[config.mk]
export PLATFORM = sky130hd
export DESIGN_NAME = seq_alu
export DESIGN_NICKNAME = d
export VERILOG_FILES = /design/src/rtl/alu_pkg.sv /design/src/rtl/shift_add_mult.sv /design/src/rtl/seq_alu.sv
export SDC_FILE = /design/constraint.sdc
export NUM_CORES = 2
export LEC_CHECK = 0
export ABC_CLOCK_PERIOD_IN_PS = 14210
export CAP_MARGIN = 20
export CELL_PAD_IN_SITES_DETAIL_PLACEMENT = 0
export CELL_PAD_IN_SITES_GLOBAL_PLACEMENT = 1
export CORE_UTILIZATION = 39
export CTS_BUF_LIST = sky130_fd_sc_hd__clkbuf_16
export DETAILED_ROUTE_END_ITERATION = 7
export GPL_ROUTABILITY_DRIVEN = 0
export PLACE_DENSITY = 0.77
export SLEW_MARGIN = 20
export SYNTH_ARGS = -nofsm -noshare
export SYNTH_HDL_FRONTEND = slang
export SYNTH_SLANG_ARGS = --single-unit
[constraint.sdc]
create_clock -name clk -period 14.21 [get_ports clk]
set_clock_uncertainty 0.1 [all_clocks]
set_input_delay 2.842 -clock clk [delete_from_list [all_inputs] [get_ports clk]]
set_output_delay 2.842 -clock clk [all_outputs]
set_load 0.01 [all_outputs]
[src/rtl/alu_pkg.sv]
//------------------------------------------------------------------------------
// alu_pkg : op codes, FSM state type and helpers shared by seq_alu
// Revision: 1.0
//------------------------------------------------------------------------------
`default_nettype none

package alu_pkg;

  localparam logic [3:0] OP_NOP   = 4'b0000;
  localparam logic [3:0] OP_ADD   = 4'b0001;
  localparam logic [3:0] OP_SUB   = 4'b0010;
  localparam logic [3:0] OP_MADD  = 4'b0011;
  localparam logic [3:0] OP_MADDU = 4'b0100;
  localparam logic [3:0] OP_MUL   = 4'b0101;
  localparam logic [3:0] OP_AND   = 4'b0110;
  localparam logic [3:0] OP_OR    = 4'b0111;
  localparam logic [3:0] OP_NOR   = 4'b1000;
  localparam logic [3:0] OP_XOR   = 4'b1001;
  localparam logic [3:0] OP_SLT   = 4'b1010;
  localparam logic [3:0] OP_SLTU  = 4'b1011;
  localparam logic [3:0] OP_LUI   = 4'b1100;
  localparam logic [3:0] OP_SRA   = 4'b1101;
  localparam logic [3:0] OP_SLL   = 4'b1110;
  localparam logic [3:0] OP_SRL   = 4'b1111;

  typedef enum logic [1:0] {
    IDLE = 2'd0,
    MULT = 2'd1,
    FIN  = 2'd2
  } state_e;

  function automatic logic is_mult_op(input logic [3:0] op);
    return (op == OP_MADD) || (op == OP_MADDU) || (op == OP_MUL);
  endfunction

endpackage

`default_nettype wire

[src/rtl/shift_add_mult.sv]
//------------------------------------------------------------------------------
// shift_add_mult : radix-2 unsigned shift-add multiplier, one bit per cycle
// Revision: 1.0
//------------------------------------------------------------------------------
`default_nettype none

module shift_add_mult #(
  parameter int WIDTH = 32
) (
  input  logic               clk,
  input  logic               rst,
  input  logic               start,
  input  logic [WIDTH-1:0]   mcand,
  input  logic [WIDTH-1:0]   mplier,
  output logic               busy,
  output logic               done,
  output logic [2*WIDTH-1:0] product
);

  localparam int CW = $clog2(WIDTH);

  logic [CW-1:0]      cnt_q;
  logic               busy_q;
  logic [2*WIDTH-1:0] prod_q;
  logic [2*WIDTH-1:0] mcand_q;
  logic [WIDTH-1:0]   mplier_q;

  // done marks the cycle in which the final iteration is applied
  assign done    = busy_q && (cnt_q == CW'(WIDTH - 1));
  assign busy    = busy_q;
  assign product = prod_q;

  always_ff @(posedge clk or posedge rst) begin
    if (rst) begin
      cnt_q    <= '0;
      busy_q   <= 1'b0;
      prod_q   <= '0;
      mcand_q  <= '0;
      mplier_q <= '0;
    end else if (start) begin
      cnt_q    <= '0;
      busy_q   <= 1'b1;
      prod_q   <= '0;
      mcand_q  <= {{WIDTH{1'b0}}, mcand};
      mplier_q <= mplier;
    end else if (busy_q) begin
      if (mplier_q[0]) prod_q <= prod_q + mcand_q;
      mcand_q  <= mcand_q << 1;
      mplier_q <= mplier_q >> 1;
      if (done) begin
        busy_q <= 1'b0;
        cnt_q  <= '0;
      end else begin
        cnt_q <= cnt_q + CW'(1);
      end
    end
  end

endmodule

`default_nettype wire

[src/rtl/seq_alu.sv]
//------------------------------------------------------------------------------
// seq_alu : registered ALU with flags, shifts and iterative HI/LO multiply-accumulate
// Revision: 1.0
//------------------------------------------------------------------------------
`default_nettype none

module seq_alu
  import alu_pkg::*;
#(
  parameter int WIDTH = 32,
  parameter int SHW   = $clog2(WIDTH)
) (
  input  logic             clk,
  input  logic             rst,
  input  logic             in_valid,
  output logic             in_ready,
  input  logic [3:0]       alu_op,
  input  logic [WIDTH-1:0] a,
  input  logic [WIDTH-1:0] b,
  input  logic             acc_clr,
  output logic             out_valid,
  output logic [WIDTH-1:0] result,
  output logic             zero,
  output logic             carry_out,
  output logic             overflow,
  output logic [WIDTH-1:0] hi,
  output logic [WIDTH-1:0] lo
);

  state_e             state_q;
  logic [3:0]         op_q;
  logic               sign_q;
  logic               valid_q, zero_q, carry_q, ovf_q;
  logic [WIDTH-1:0]   result_q, hi_q, lo_q;

  logic [WIDTH:0]     sum_w, diff_w;
  logic [WIDTH-1:0]   res_d, mag_a, mag_b;
  logic               carry_d, ovf_d;
  logic               mult_start, mult_busy, mult_done;
  logic               signed_mac;
  logic [2*WIDTH-1:0] product, prod_fix, acc_sum;

  assign sum_w  = {1'b0, a} + {1'b0, b};
  assign diff_w = {1'b0, a} - {1'b0, b};

  always_comb begin
    res_d   = '0;
    carry_d = 1'b0;
    ovf_d   = 1'b0;
    case (alu_op)
      OP_ADD: begin
        res_d   = sum_w[WIDTH-1:0];
        carry_d = sum_w[WIDTH];
        ovf_d   = (a[WIDTH-1] == b[WIDTH-1]) && (sum_w[WIDTH-1] != a[WIDTH-1]);
      end
      OP_SUB: begin
        res_d   = diff_w[WIDTH-1:0];
        carry_d = diff_w[WIDTH];
        ovf_d   = (a[WIDTH-1] != b[WIDTH-1]) && (diff_w[WIDTH-1] != a[WIDTH-1]);
      end
      OP_AND:  res_d = a & b;
      OP_OR:   res_d = a | b;
      OP_NOR:  res_d = ~(a | b);
      OP_XOR:  res_d = a ^ b;
      OP_SLT:  res_d = {{(WIDTH-1){1'b0}}, $signed(a) < $signed(b)};
      OP_SLTU: res_d = {{(WIDTH-1){1'b0}}, a < b};
      OP_LUI:  res_d = {b[WIDTH/2-1:0], {(WIDTH/2){1'b0}}};
      OP_SRA:  res_d = WIDTH'($signed(b) >>> a[SHW-1:0]);
      OP_SLL:  res_d = b << a[SHW-1:0];
      OP_SRL:  res_d = b >> a[SHW-1:0];
      default: res_d = '0;
    endcase
  end

  // madd multiplies magnitudes and re-applies the sign after the last iteration
  assign signed_mac = (alu_op == OP_MADD);
  assign mag_a      = (signed_mac && a[WIDTH-1]) ? -a : a;
  assign mag_b      = (signed_mac && b[WIDTH-1]) ? -b : b;
  assign mult_start = (state_q == IDLE) && in_valid && is_mult_op(alu_op);
  assign prod_fix   = sign_q ? -product : product;
  assign acc_sum    = {hi_q, lo_q} + prod_fix;

  shift_add_mult #(.WIDTH(WIDTH)) u_mult (
    .clk     (clk),
    .rst     (rst),
    .start   (mult_start),
    .mcand   (mag_a),
    .mplier  (mag_b),
    .busy    (mult_busy),
    .done    (mult_done),
    .product (product)
  );

  always_ff @(posedge clk or posedge rst) begin
    if (rst) begin
      state_q  <= IDLE;
      op_q     <= OP_NOP;
      sign_q   <= 1'b0;
      valid_q  <= 1'b0;
      zero_q   <= 1'b0;
      carry_q  <= 1'b0;
      ovf_q    <= 1'b0;
      result_q <= '0;
      hi_q     <= '0;
      lo_q     <= '0;
    end else begin
      valid_q <= 1'b0;
      case (state_q)
        IDLE: begin
          if (in_valid) begin
            if (is_mult_op(alu_op)) begin
              state_q <= MULT;
              op_q    <= alu_op;
              sign_q  <= signed_mac && (a[WIDTH-1] ^ b[WIDTH-1]);
            end else begin
              valid_q  <= 1'b1;
              result_q <= res_d;
              zero_q   <= (res_d == '0);
              carry_q  <= carry_d;
              ovf_q    <= ovf_d;
            end
          end else if (acc_clr) begin
            hi_q <= '0;
            lo_q <= '0;
          end
        end
        MULT: begin
          if (mult_done || !mult_busy) state_q <= FIN;
        end
        FIN: begin
          state_q <= IDLE;
          valid_q <= 1'b1;
          carry_q <= 1'b0;
          ovf_q   <= 1'b0;
          if (op_q == OP_MUL) begin
            result_q <= prod_fix[WIDTH-1:0];
            zero_q   <= (prod_fix[WIDTH-1:0] == '0);
          end else begin
            {hi_q, lo_q} <= acc_sum;
            result_q     <= acc_sum[WIDTH-1:0];
            zero_q       <= (acc_sum[WIDTH-1:0] == '0);
          end
        end
        default: state_q <= IDLE;
      endcase
    end
  end

  assign in_ready  = (state_q == IDLE);
  assign out_valid = valid_q;
  assign result    = result_q;
  assign zero      = zero_q;
  assign carry_out = carry_q;
  assign overflow  = ovf_q;
  assign hi        = hi_q;
  assign lo        = lo_q;

endmodule

`default_nettype wire

### Yosys cells after proc, flatten, opt, wreduce, memory -nomap -nowiden

Index checks and enable logic that the tools add are counted.

* flip-flop bits (word level): 273
* input bits: 72
* output and inout bits: 101
* logic and storage cells: 133

* add/subtract/negate cells: 8
* order comparisons: 2
* equal/unequal tests: 30
* shift-type cells: 3
* multiplexer cells: 46
* bitwise logic cells: 5
* reductions and logical operators: 24

Operator list (count)
* 2-to-1 mux 64 bit: 6
* one-hot mux 32 bit (12 select lines): 1
* 2-to-1 mux 32 bit: 11
* one-hot mux 32 bit (2 select lines): 3
* adder 64 bit: 2
* logical NOT 32 bit: 3
* < comparator 32 bit: 2
* negator 32 bit: 2
* negator 64 bit: 1
* adder 32 x 32 -> 33 bit: 1
* subtractor 32 x 32 -> 33 bit: 1
* bitwise AND 32 bit: 1
* equality test 4 bit, second input constant: 8
* NOT 32 bit: 1
* bitwise OR 32 bit: 1
* << shifter 32 x 5 -> 32 bit: 1
* right shift 32 x 5 -> 32 bit: 1
* >>> shifter 32 x 5 -> 32 bit: 1
* bitwise XOR 32 bit: 1
* equality test 4 x 3 -> 1 bit, second input constant: 5
* 2-to-1 mux 5 bit: 3
* 2-to-1 mux 1 bit: 12
* one-hot mux 1 bit (2 select lines): 6
* != test 2 bit, second input constant: 5
* 20 further kinds: 39

### Longest topological paths before layout

* depth after elaboration: 7
* mapped depth: 25
* mapped depth without buffers: 24

### By module

Synthesis repeated with hierarchy kept, for this count alone.

* cell total of the unflattened synthesis: 3965
* area, all modules: 31266.2 um^2

Modules (own cells, without submodules)
* seq_alu: instances 1, cells each 2786, area an instance 20701.1 um^2, sequential area each 2677.6 um^2
* shift_add_mult: instances 1, cells each 1179, area an instance 10565.1 um^2, sequential area each 4154.0 um^2

### Worst setup path after synthesis

No wires, ideal clock.

* kind: in2reg
* from: input port a[0]
* to: register zero_q (netlist: zero)
* library setup time: 0.074 ns
* arrival: 8.040 ns
* data required time: 14.036 ns
* setup slack: 5.996 ns
* stages: 22
* path buffers: 6
* path through: buf_2 buf_2 buf_2 buf_2 clkbuf_1 buf_1 inv_1 ha_1 inv_1 fa_1 nor2b_1 o311ai_0 a21oi_1 o21ai_1 a21oi_1 a2111oi_0 o41ai_1 a221o_1 o221a_2 o21ai_0 or4_1 o21ai_2

* word-level cells in the longest chain between the ends: 7
* elaborated cells between the ends (all ways): 16
* classes of those cells: add/sub (2); order compare (2); shift (3); mux (4); bitwise (4); reduce/logical (1)

RTL lines
* from (decl): RTL line seq_alu.sv:18 `input logic [WIDTH-1:0] a,`
* branches (longest 2 deep; another with subtractor 32 x 32 -> 33 bit)
* one-hot mux 32 bit (12 select lines) (*): RTL line seq_alu.sv:50 `case (alu_op)`
* logical NOT 32 bit (*): RTL line seq_alu.sv:118 `zero_q <= (res_d == '0);`
* 2-to-1 mux 1 bit (*): RTL line seq_alu.sv:111 `if (is_mult_op(alu_op)) begin`
* 2-to-1 mux 1 bit (*): RTL line seq_alu.sv:110 `if (in_valid) begin`
* one-hot mux 1 bit (2 select lines) (*): RTL line seq_alu.sv:108 `case (state_q)`
* to (signal assigned): RTL line seq_alu.sv:118
* to (signal assigned): RTL line seq_alu.sv:137 `zero_q <= (prod_fix[WIDTH-1:0] == '0);`
* to (signal assigned): RTL line seq_alu.sv:141 `zero_q <= (acc_sum[WIDTH-1:0] == '0);`
* to (decl): RTL line seq_alu.sv:33 `logic valid_q, zero_q, carry_q, ovf_q;`

Every way passes the cells marked *. The select of a mux whose other input is x is not followed.
A chain may end at the register's enable or synchronous reset.

### Worst setup path in the final report

* from: input port a[4]
* to: register zero_q (netlist: zero)

Same word-level chain as after synthesis.

==> metrics <==
status complete, no violations; clock buffer depth 3; first drt pass iteration count 8; top cells by area, synth dfrtp_1 23%, ha_1 9.9%, o21ai_0 6.2%; Multi-input gate area between 20000 and 25000 um^2; peak supply drop between 0.1 and 0.15 mV; worst r2r path cells 23; Worst slew margin roughly 33%; Antenna Violating Nets Remaining 0; Clk Latency, worst-skew pair between 0.5 and 0.6 ns; worst min path class flop to flop; CP max FO 46; Yosys cell types 90; die outline area between 70000 and 80000 um^2; Worst R2R Setup Slack approximately 6.7 ns; hpwl dp a little under 90000 um; Pwr Total approximately 5800 uW; crit share post-route between 50% and 60%; IO Pins between 150 and 200; worst reg2reg path startpoint u_mult.product[1]; Hold Fails Final Rpt 0; fraction of layout instances using a drive strength above 1 under 10%; final net count ~4200; setup bufs post-CTS 0; largest net degree at the start of global routing 157; TNS Setup 0 ns; LEAKAGE around 0.015 uW; hold_sp result[10]; core area 76080 um^2; Synth Flop Type dfrtp_1; H-Tree Depth 2; post-synthesis register bit count approximately 270; Layout fillers 7749; commonest cells in the netlist 455 x nand2_1, 374 x o21ai_0, 291 x a21oi_1; PD cells 171.0 nW/um^2; total clock sinks around 270; grt ovf 0; CTS Hold Buffers Added 0; DR vias ~30000; final wirelength ~110000 um; CP startpoint kind primary input; Initial Util around two fifths; Worst Setup Path Type primary input to flop; Port Buffers between 150 and 200; sequential cell area 6837 um^2; initial antenna violation count 1; Syn Nets roughly 4200; Synth area leader dfrtp_1; Req. time, crit path 14.58 ns; combinational family with the most area after synthesis compound AO/OA/AOI/OAI gates; number of global-route vias before repair 28450; Async S/R FF share, synth 100.0%; Hold EP result[10]; post-place setup slack 5.483 ns; fmax approximately 0.12 GHz; mux contribution to synthesized area 8.062%; highest metal used met4; WL met1 50100 um; Compound-Gate Fraction of Synth Area between 20% and 30%; xor-xnor portion of the synthesized cell area under 10%; TritonCTS clock tree built; DIE WIDTH approximately 280 um; adder-cell share of the synthesized area between 10 and 15%; GRT Overall Usage 28.39%; Synth Warn # 0; First DRT Iteration DRCs between 3000 and 4000; simple-gate share of the synthesized area between 10% and 20%; Post-Synthesis Cells 3863; first-pass GRT wire length approximately 170000 um; Via density approximately 6; FF-to-FF End hi[31]; # rows between 100 and 150; Root Driver clkbuf_16; most frequent cell after synthesis nand2_1; DR DRC count 0; clk slew on worst S/H paths 0.05 ns; fin worst setup slack between 5 and 6 ns; crit path DAT about 8.8 ns; Slew Viols, Final 0; final setup vio count 0; unrepaired setup endpoints after global routing no; top cell type's share of synthesized area between 20% and 30%; crit path from a[4]; Met2 Routed Length between 40000 and 50000 um; Die H about 280 um; Area Overhead vs Synth 12.95%; Max Cap Viol 0; met3 WL approximately 11000 um; post-synthesis sequential area ratio 22.75%; Syn Area/Cell slightly below 8 um^2; hold path depth 1; hold slack 0.3744 ns; EDFF count, synth 0; Worst-Margin Slew 1.011 ns; Resized cells post-CTS 0; Critical Path End Type flop; cts bufs inserted 36; synthesized area 30030 um^2; routed len/inst approximately 23 um; fin crit period around 8.4 ns
## logic make-up after synthesis
family,count (synthesis)
and+or+nand+nor,1173
buffers and inverters,399
muxes,207
DFF,273
AOI/OAI and AO/OA,1343
xor gates and xnor gates,226
adders and majority gates,242
## power by group
part | total (uW) | internal [uW] | leakage (uW) | switching, uW
Combinational | 3360 | 1390 | 0.0109 | 1970
Clock | 950 | 575 | 0.000608 | 375
Sequential | 1490 | 1100 | 0.00356 | 392
## per-layer routing
metal  up-vias  track usage (%)
met5         -                0
met4         0            13.56
met3       283            5.196
met2      1521            42.22
met1     14420            39.47
li1      14380                -
## worst max-delay path by stage
stage                 to  slack [ns]  cells after the start
5_1_grt             zero        5.48                     16
3_3_place_gp        zero        5.45                     16
2_1_floorplan  carry_out        3.74                      1
3_5_place_dp        zero        5.48                     16
4_1_cts             zero        6.03                     16
6_report            zero        5.82                     16
## layout make-up
cell class	instances	share of cell area (%)
repair buffers	232	6.400
flip-flops and latches	273	20.16
clock inverters	29	0.9407
clock buffers	36	2.656
diodes	3	0.02213
inverters	155	1.737
well taps	1030	3.800
multi-input cells	3191	64.29
## worst max-delay path: stages
cell and delay (ns):
clkdlybuf4s50_1 0.46, buf_4 0.43, clkinv_1 0.63, ha_1 0.60, inv_1 0.07, o311ai_0 0.10, a21oi_1 0.20, o21ai_1 0.38
a21oi_1 0.34, a2111oi_0 0.79, nor2_1 0.14, a2111o_1 0.42, a2111oi_0 0.45, nand4_1 0.20, or4_1 0.54, o21ai_2 0.12
## per-stage QoR
stage	cell area [um^2]	utilization [%]	instances
after floorplan	30030	-	3863
after global placement	32690	42.97	4881
after detailed placement	32690	42.97	4881
after CTS	33910	44.57	4946
after global routing	33910	44.58	4947
final	33920	44.58	4949
## cell usage in the layout (no fill, tap or decap), types with 40 or more instances in the layout
master	netlist	layout
a31oi_1	41	40
o211ai_1	45	45
xor2_1	64	64
o31ai_1	51	51
o21ai_0	374	374
nand2_1	455	455
clkdlybuf4s50_1	0	168
mux2i_1	153	153
nor3_1	71	68
buf_4	0	59
nand3_1	78	77
a21o_1	94	94
a21oi_1	291	290
inv_1	152	155
dfrtp_1	273	271
nor2_1	286	285
a22o_1	44	44
xnor2_1	161	161
ha_1	238	238
nand2b_1	42	42
a211oi_1	58	58
## sequential cells by signal (all words and copies together), names as in the netlist, 2 cells and up
| register | cells |
|---|---|
| u_mult.cnt_q | 5 |
| u_mult.product | 64 |
| hi | 32 |
| op_q | 4 |
| result | 32 |
| u_mult.mplier_q | 32 |
| state_q | 2 |
| u_mult.mcand_q | 64 |
| lo | 32 |
Note: power is estimated with default switching activity, not from simulation.
